[src/rtl/cordic_add_subt_unit.sv]
// Multi-cycle signed adder/subtractor serving the CORDIC controller's add/subtract
// handshake: two carry-linked half-width additions, then saturation, then hold until acked.
module cordic_add_subt_unit #(
  parameter int W = 32
) (
  input  logic         clk,
  input  logic         reset,
  input  logic         beg_add_subt,
  input  logic         ack_add_subt,
  input  logic         op_add_subt,
  input  logic [W-1:0] data_a,
  input  logic [W-1:0] data_b,
  output logic         ready_add_subt,
  output logic         busy,
  output logic [W-1:0] result,
  output logic         overflow
);

  localparam int H = W / 2;

  typedef enum logic [2:0] {
    IDLE   = 3'd0,
    ADD_LO = 3'd1,
    ADD_HI = 3'd2,
    SAT    = 3'd3,
    DONE   = 3'd4
  } state_t;

  state_t       state_r;
  logic [W-1:0] a_r;
  logic [W-1:0] b_r;
  logic         cin_r;
  logic [H-1:0] sum_lo_r;
  logic [H-1:0] sum_hi_r;
  logic         c_r;
  logic         ovf_r;
  logic [W-1:0] result_r;
  logic         overflow_r;
  logic         ready_r;
  logic         busy_r;

  logic [H:0]   lo_sum_s;
  logic [H-1:0] hi_sum_s;
  logic         ovf_s;
  logic [W-1:0] sat_result_s;

  // Half-width adders, signed-overflow detect and saturation value selection
  always_comb begin
    lo_sum_s     = {1'b0, a_r[H-1:0]} + {1'b0, b_r[H-1:0]} + {{H{1'b0}}, cin_r};
    hi_sum_s     = a_r[W-1:H] + b_r[W-1:H] + {{(H-1){1'b0}}, c_r};
    ovf_s        = (a_r[W-1] == b_r[W-1]) && (hi_sum_s[H-1] != a_r[W-1]);
    sat_result_s = {sum_hi_r, sum_lo_r};
    if (ovf_r) begin
      if (a_r[W-1]) begin
        sat_result_s = {1'b1, {(W-1){1'b0}}};
      end else begin
        sat_result_s = {1'b0, {(W-1){1'b1}}};
      end
    end else begin
      sat_result_s = {sum_hi_r, sum_lo_r};
    end
  end

  // Handshake FSM with operand capture, staged sums and registered outputs
  always_ff @(posedge clk or negedge reset) begin
    if (!reset) begin
      state_r    <= IDLE;
      a_r        <= {W{1'b0}};
      b_r        <= {W{1'b0}};
      cin_r      <= 1'b0;
      sum_lo_r   <= {H{1'b0}};
      sum_hi_r   <= {H{1'b0}};
      c_r        <= 1'b0;
      ovf_r      <= 1'b0;
      result_r   <= {W{1'b0}};
      overflow_r <= 1'b0;
      ready_r    <= 1'b0;
      busy_r     <= 1'b0;
    end else begin
      case (state_r)
        IDLE: begin
          if (beg_add_subt) begin
            // Subtraction is A + ~B + 1; the +1 rides in as the low-half carry-in
            a_r     <= data_a;
            b_r     <= op_add_subt ? ~data_b : data_b;
            cin_r   <= op_add_subt;
            busy_r  <= 1'b1;
            state_r <= ADD_LO;
          end else begin
            state_r <= IDLE;
          end
        end
        ADD_LO: begin
          sum_lo_r <= lo_sum_s[H-1:0];
          c_r      <= lo_sum_s[H];
          state_r  <= ADD_HI;
        end
        ADD_HI: begin
          sum_hi_r <= hi_sum_s;
          ovf_r    <= ovf_s;
          state_r  <= SAT;
        end
        SAT: begin
          result_r   <= sat_result_s;
          overflow_r <= ovf_r;
          ready_r    <= 1'b1;
          state_r    <= DONE;
        end
        DONE: begin
          if (ack_add_subt) begin
            ready_r <= 1'b0;
            busy_r  <= 1'b0;
            state_r <= IDLE;
          end else begin
            state_r <= DONE;
          end
        end
        default: begin
          ready_r <= 1'b0;
          busy_r  <= 1'b0;
          state_r <= IDLE;
        end
      endcase
    end
  end

  assign ready_add_subt = ready_r;
  assign busy           = busy_r;
  assign result         = result_r;
  assign overflow       = overflow_r;

endmodule
[config.mk]
export PLATFORM = sky130hd
export DESIGN_NAME = cordic_add_subt_unit
export DESIGN_NICKNAME = d
export VERILOG_FILES = /design/src/rtl/cordic_add_subt_unit.sv
export SDC_FILE = /design/constraint.sdc
export NUM_CORES = 1
export LEC_CHECK = 0
export CAP_MARGIN = 40
export CORE_MARGIN = 2
export CORE_UTILIZATION = 49
export CTS_CLUSTER_SIZE = 12
export DETAILED_ROUTE_END_ITERATION = 16
export PLACE_DENSITY = 0.76
export SYNTH_ARGS = -nofsm -noshare
export SYNTH_HDL_FRONTEND = slang
export SYNTH_SLANG_ARGS = --single-unit
[constraint.sdc]
create_clock -name clk -period 2.24 [get_ports clk]
set_input_delay 0.224 -clock clk [delete_from_list [all_inputs] [get_ports clk]]
set_output_delay 0.224 -clock clk [all_outputs]
set_load 0.01 [all_outputs]
==> flow_results.org <==
** Power
- Power spread over the standard cell area amounts to 1860 nW/um^2.
- Total Power Consumption :: 17.07 mW
- For this design the static power due to leakage is 3.832 nW.
- Across the VDD grid, the largest voltage drop is 0.7940 mV.

** Global routing
- Vias in the first global route :: 5319
- Total routing resource utilization after global routing :: 0.2201
- Initial antenna violation count :: 0
- Pin count of the biggest net entering global routing :: 54
- The total overflow left after global routing is 0.
- Global-route wire length before repair :: 26050 um

** Timing
- Highest attainable clock frequency :: 448.9 MHz
- Transition at the pin with the smallest max-transition slack :: 0.6448 ns
- Max-slew violation total from the final report :: 0
- The worst path needs about 2.2 ns of the cycle, external delays included.
- The worst pin sits at a relative slew slack of 0.5701.
- The hold violation count in the final report came to 0.
- Count of final setup violators :: 0
- Fin Clk Skew :: 0.004145 ns
- RSZ-0062 raised after global routing :: yes
- Setup slack after layout :: 0.01221 ns
- Period utilisation layout :: 0.9946

** Layout
- Filler instances :: roughly 1100
- Final instance area :: 9179 sq um
- Number of nets in the final layout :: around 920
- Syn-to-layout area delta :: 31.82%
- The sequential cells in the finished layout cover a total of 3428 sq um.
- The number of antenna diodes in the final layout is 0.
- The multi-input combinational cells in the finished layout cover a total of 3502 sq um.
- Share of final-layout standard cells stronger than drive strength 1 :: 0.1566

** CTS
- Clock sink count :: between 100 and 150
- The cell sitting at the root of the clock tree is a sky130_fd_sc_hd__clkbuf_16.
- The number of clock buffers added by TritonCTS is 17.
- Clock insertion delay at the later pin of the skew report :: 0.42 ns
- The H-tree was split into 4 levels.
- Worst-case clock buffer depth :: 2
- Clock transition at the register clock pins on the worst setup and hold paths after CTS :: about 0.060 ns
- CTS tree :: yes

** Detailed routing
- The detail route stage leaves a number of antenna-violating nets equal to 0.
- The detailed router placed 5451 vias in this run.
- Pre-antenna DRT Iters :: 7
- Initial DRC count :: 324
- Avg WL per Cell :: 15.95 um
- Remaining routing DRC violations :: 0
- Vias per inst :: 5.429
- The routed design has 16020 um of wire.

** Yosys
- Ys Warns :: 0
- For this run, asynchronously set or reset flops after synthesis account for 1.000.
- Predominant post-synthesis flop cell :: sky130_fd_sc_hd__dfrtp_1
- Yosys cell types :: 54
- EDFF count, synth :: 0
- Mean Syn Cell Area :: 9.961 sq um
- Sequential element share of the synthesized area :: 0.4924
- Synthesis produced 699 cells.
- The synthesized design contains 137 register bits.
- In this run the cell area of the synthesized design comes to between 6000 and 7000 sq um.
- Post-synthesis net count :: 801

** Worst hold path
- Endpoint of the worst hold-timing path :: b_r[20]
- HP Start :: op_add_subt
- The worst hold path was traced through 3 stages.
- In this run the worst hold path is classified as input pin to register.

** Worst setup path
- Signal arrival time at the worst endpoint :: 2.53 ns
- Cells traversed along the worst timing path :: fa_2 > fa_2 > a21o_1 > buf_6 > a21oi_2 > o21bai_1 > a21oi_1 > xor2_1 > o21ai_1
- In this run the worst setup path begins at a_r[0].
- The worst setup path is captured at a register.
- Required time at the endpoint of the critical path :: 2.54 ns
- Worst path max stage delay :: 0.41 ns
- Setup slack on the worst flop-to-flop path :: 0.01 ns
- R2r worst-path depth :: 9
- The critical path is of the register to register type.
- STA classifies the critical path startpoint as a register.
- Of all nets on the critical path, the largest fanout is 2.
- Cell repeated most along the worst path :: sky130_fd_sc_hd__fa_2
- The worst register-to-register path begins at a_r[0].
- The worst register-to-register path ends at sum_lo_r[6].
- The largest individual stage delay along the critical path comes from the cell sky130_fd_sc_hd__fa_2.

** Die
- Initial Util :: 0.5016
- Measured along the x axis, the die boundary spans 123.2 um.
- The region available for standard cell placement spans 13880 sq um.
- The die covers 15180 sq um.
- 104 I/O pins were placed.
- Chip height :: 123.2 um
- The floorplan has 43 rows.

** Placement
- Worst setup timing slack at the placement stage :: -0.1631 ns
- Final weighted congestion in routability-driven placement :: 0.8682
- Once detailed placement completed, the half-perimeter wirelength came to 11650 um.
- Count of input and output buffers :: just over 100
- After detailed placement, the total cell area comes to about 8300 sq um.

** Status
- The flow ran to the end, and the final reports show no timing, DRC or antenna violations.

** Run
- The tool flagged a number of max-cap violations equal to 0.
## critical path, delay by kind of cell (launching register included)
kind            cells  cell delay, ns
buf+inv             1            0.13
fa+ha+maj           2            0.76
flops               1            0.40
compound gates      5            0.68
xor+xnor            1            0.16
## power by group
part | internal [mW] | switching (mW)
Combinational | 4.33 | 4.90
Clock | 2.19 | 0.985
Sequential | 3.76 | 0.908
## synthesized netlist by cell type, types with 5 or more instances
library cell | number | area, sq um
sky130_fd_sc_hd__dfrtp_1 | 137 | 3428
sky130_fd_sc_hd__inv_1 | 13 | 48.80
sky130_fd_sc_hd__nor3_1 | 6 | 30.03
sky130_fd_sc_hd__a21o_1 | 10 | 75.07
sky130_fd_sc_hd__o21ai_0 | 31 | 155.2
sky130_fd_sc_hd__nand3_1 | 7 | 35.03
sky130_fd_sc_hd__a21oi_1 | 118 | 590.6
sky130_fd_sc_hd__nand2_1 | 57 | 214.0
sky130_fd_sc_hd__mux2_2 | 36 | 405.4
sky130_fd_sc_hd__buf_2 | 7 | 35.03
sky130_fd_sc_hd__xor2_1 | 11 | 96.34
sky130_fd_sc_hd__o21ai_1 | 11 | 55.05
sky130_fd_sc_hd__o21bai_1 | 5 | 37.54
sky130_fd_sc_hd__o211ai_1 | 5 | 37.54
sky130_fd_sc_hd__clkbuf_1 | 27 | 101.4
sky130_fd_sc_hd__nor2_1 | 80 | 300.3
sky130_fd_sc_hd__or3_1 | 6 | 37.54
sky130_fd_sc_hd__buf_1 | 5 | 18.77
sky130_fd_sc_hd__xnor2_1 | 43 | 376.6
sky130_fd_sc_hd__ha_1 | 29 | 362.9
## worst max path at each step
stage,to,slack (ns),cells past startpoint
2_1_floorplan,sum_lo_r[14],0.02,8
3_3_place_gp,sum_hi_r[14],-0.02,10
3_5_place_dp,sum_hi_r[14],-0.16,10
4_1_cts,sum_lo_r[6],-0.01,9
5_1_grt,sum_lo_r[6],-0.13,9
6_report,sum_lo_r[6],0.01,9
## flip-flops by register name, summed over array words and instances (netlist names)
signal	cells
ovf_r	1
c_r	1
state_r	3
cin_r	1
busy	1
a_r	32
result	32
sum_hi_r	16
sum_lo_r	16
overflow	1
b_r	32
ready_add_subt	1
## cells in the final DEF (no fill, tap or decap), types with 4 or more instances in the layout
master	instances
sky130_fd_sc_hd__nand3_1	7
sky130_fd_sc_hd__o21bai_1	5
sky130_fd_sc_hd__o21ai_0	30
sky130_fd_sc_hd__nor3_1	6
sky130_fd_sc_hd__buf_4	27
sky130_fd_sc_hd__clkbuf_16	17
sky130_fd_sc_hd__o211ai_1	5
sky130_fd_sc_hd__nor2_1	78
sky130_fd_sc_hd__fa_2	4
sky130_fd_sc_hd__a21o_1	10
sky130_fd_sc_hd__or3_1	6
sky130_fd_sc_hd__a21oi_1	115
sky130_fd_sc_hd__clkbuf_8	4
sky130_fd_sc_hd__xnor2_1	43
sky130_fd_sc_hd__o21ai_1	12
sky130_fd_sc_hd__inv_1	12
sky130_fd_sc_hd__xor2_1	11
sky130_fd_sc_hd__nand2_1	57
sky130_fd_sc_hd__dfrtp_1	137
sky130_fd_sc_hd__ha_1	25
sky130_fd_sc_hd__nand2b_1	4
sky130_fd_sc_hd__bufinv_16	6
sky130_fd_sc_hd__clkdlybuf4s50_1	101
sky130_fd_sc_hd__o21a_1	4
sky130_fd_sc_hd__mux2_2	36
## cell families (layout without fill, tap and decap cells)
logic type                 Yosys count  count (layout)  share of synthesized area
buffers and inverters               52             177                    0.02929
adders and majority gates           33              33                    0.06361
AOI/OAI and AO/OA                  211             211                     0.1775
xor gates and xnor gates            54              54                    0.06792
muxes                               39              39                    0.06253
DFF                                137             137                     0.4924
and+or+nand+nor                    173             173                     0.1067
## layer usage
metal,up-vias,wire (um),GRT usage
li1,2664,-,-
met1,2610,7791,0.3278
met2,153,7229,0.3204
met3,24,733,0.04151
met4,0,260,0.08097
met5,-,0,0
## area by class of cell
type	instances	share of cell area
flip-flops and latches	137	0.3735
clock inverters	8	0.02072
inverters	13	0.005316
clock buffers	22	0.05275
repair buffers	134	0.1416
multi-input cells	510	0.3815
well taps	180	0.02454
## metrics by stage
step             util  std cells  hold WS, ns  TNS [ns]
2_1_floorplan       -        699     -0.07159         0
3_3_place_gp   0.6008        972       0.2511  -0.03448
3_5_place_dp   0.6008        972       0.2588   -0.3577
4_1_cts        0.6528       1003       0.3142  -0.01175
5_1_grt        0.6613       1004       0.3469   -0.4984
6_report       0.6613       1004       0.3198         0
## timing repair
action | in CTS | in global routing
pin swaps | 3 | 12
hold buffers | 1 | 0
resized for setup | 7 | 24
setup endpoints to repair | 4 | 13
endpoints found under the hold margin | 40 | 0
setup buffers | 0 | 1
No activity file was read; power rests on OpenSTA's default activity.
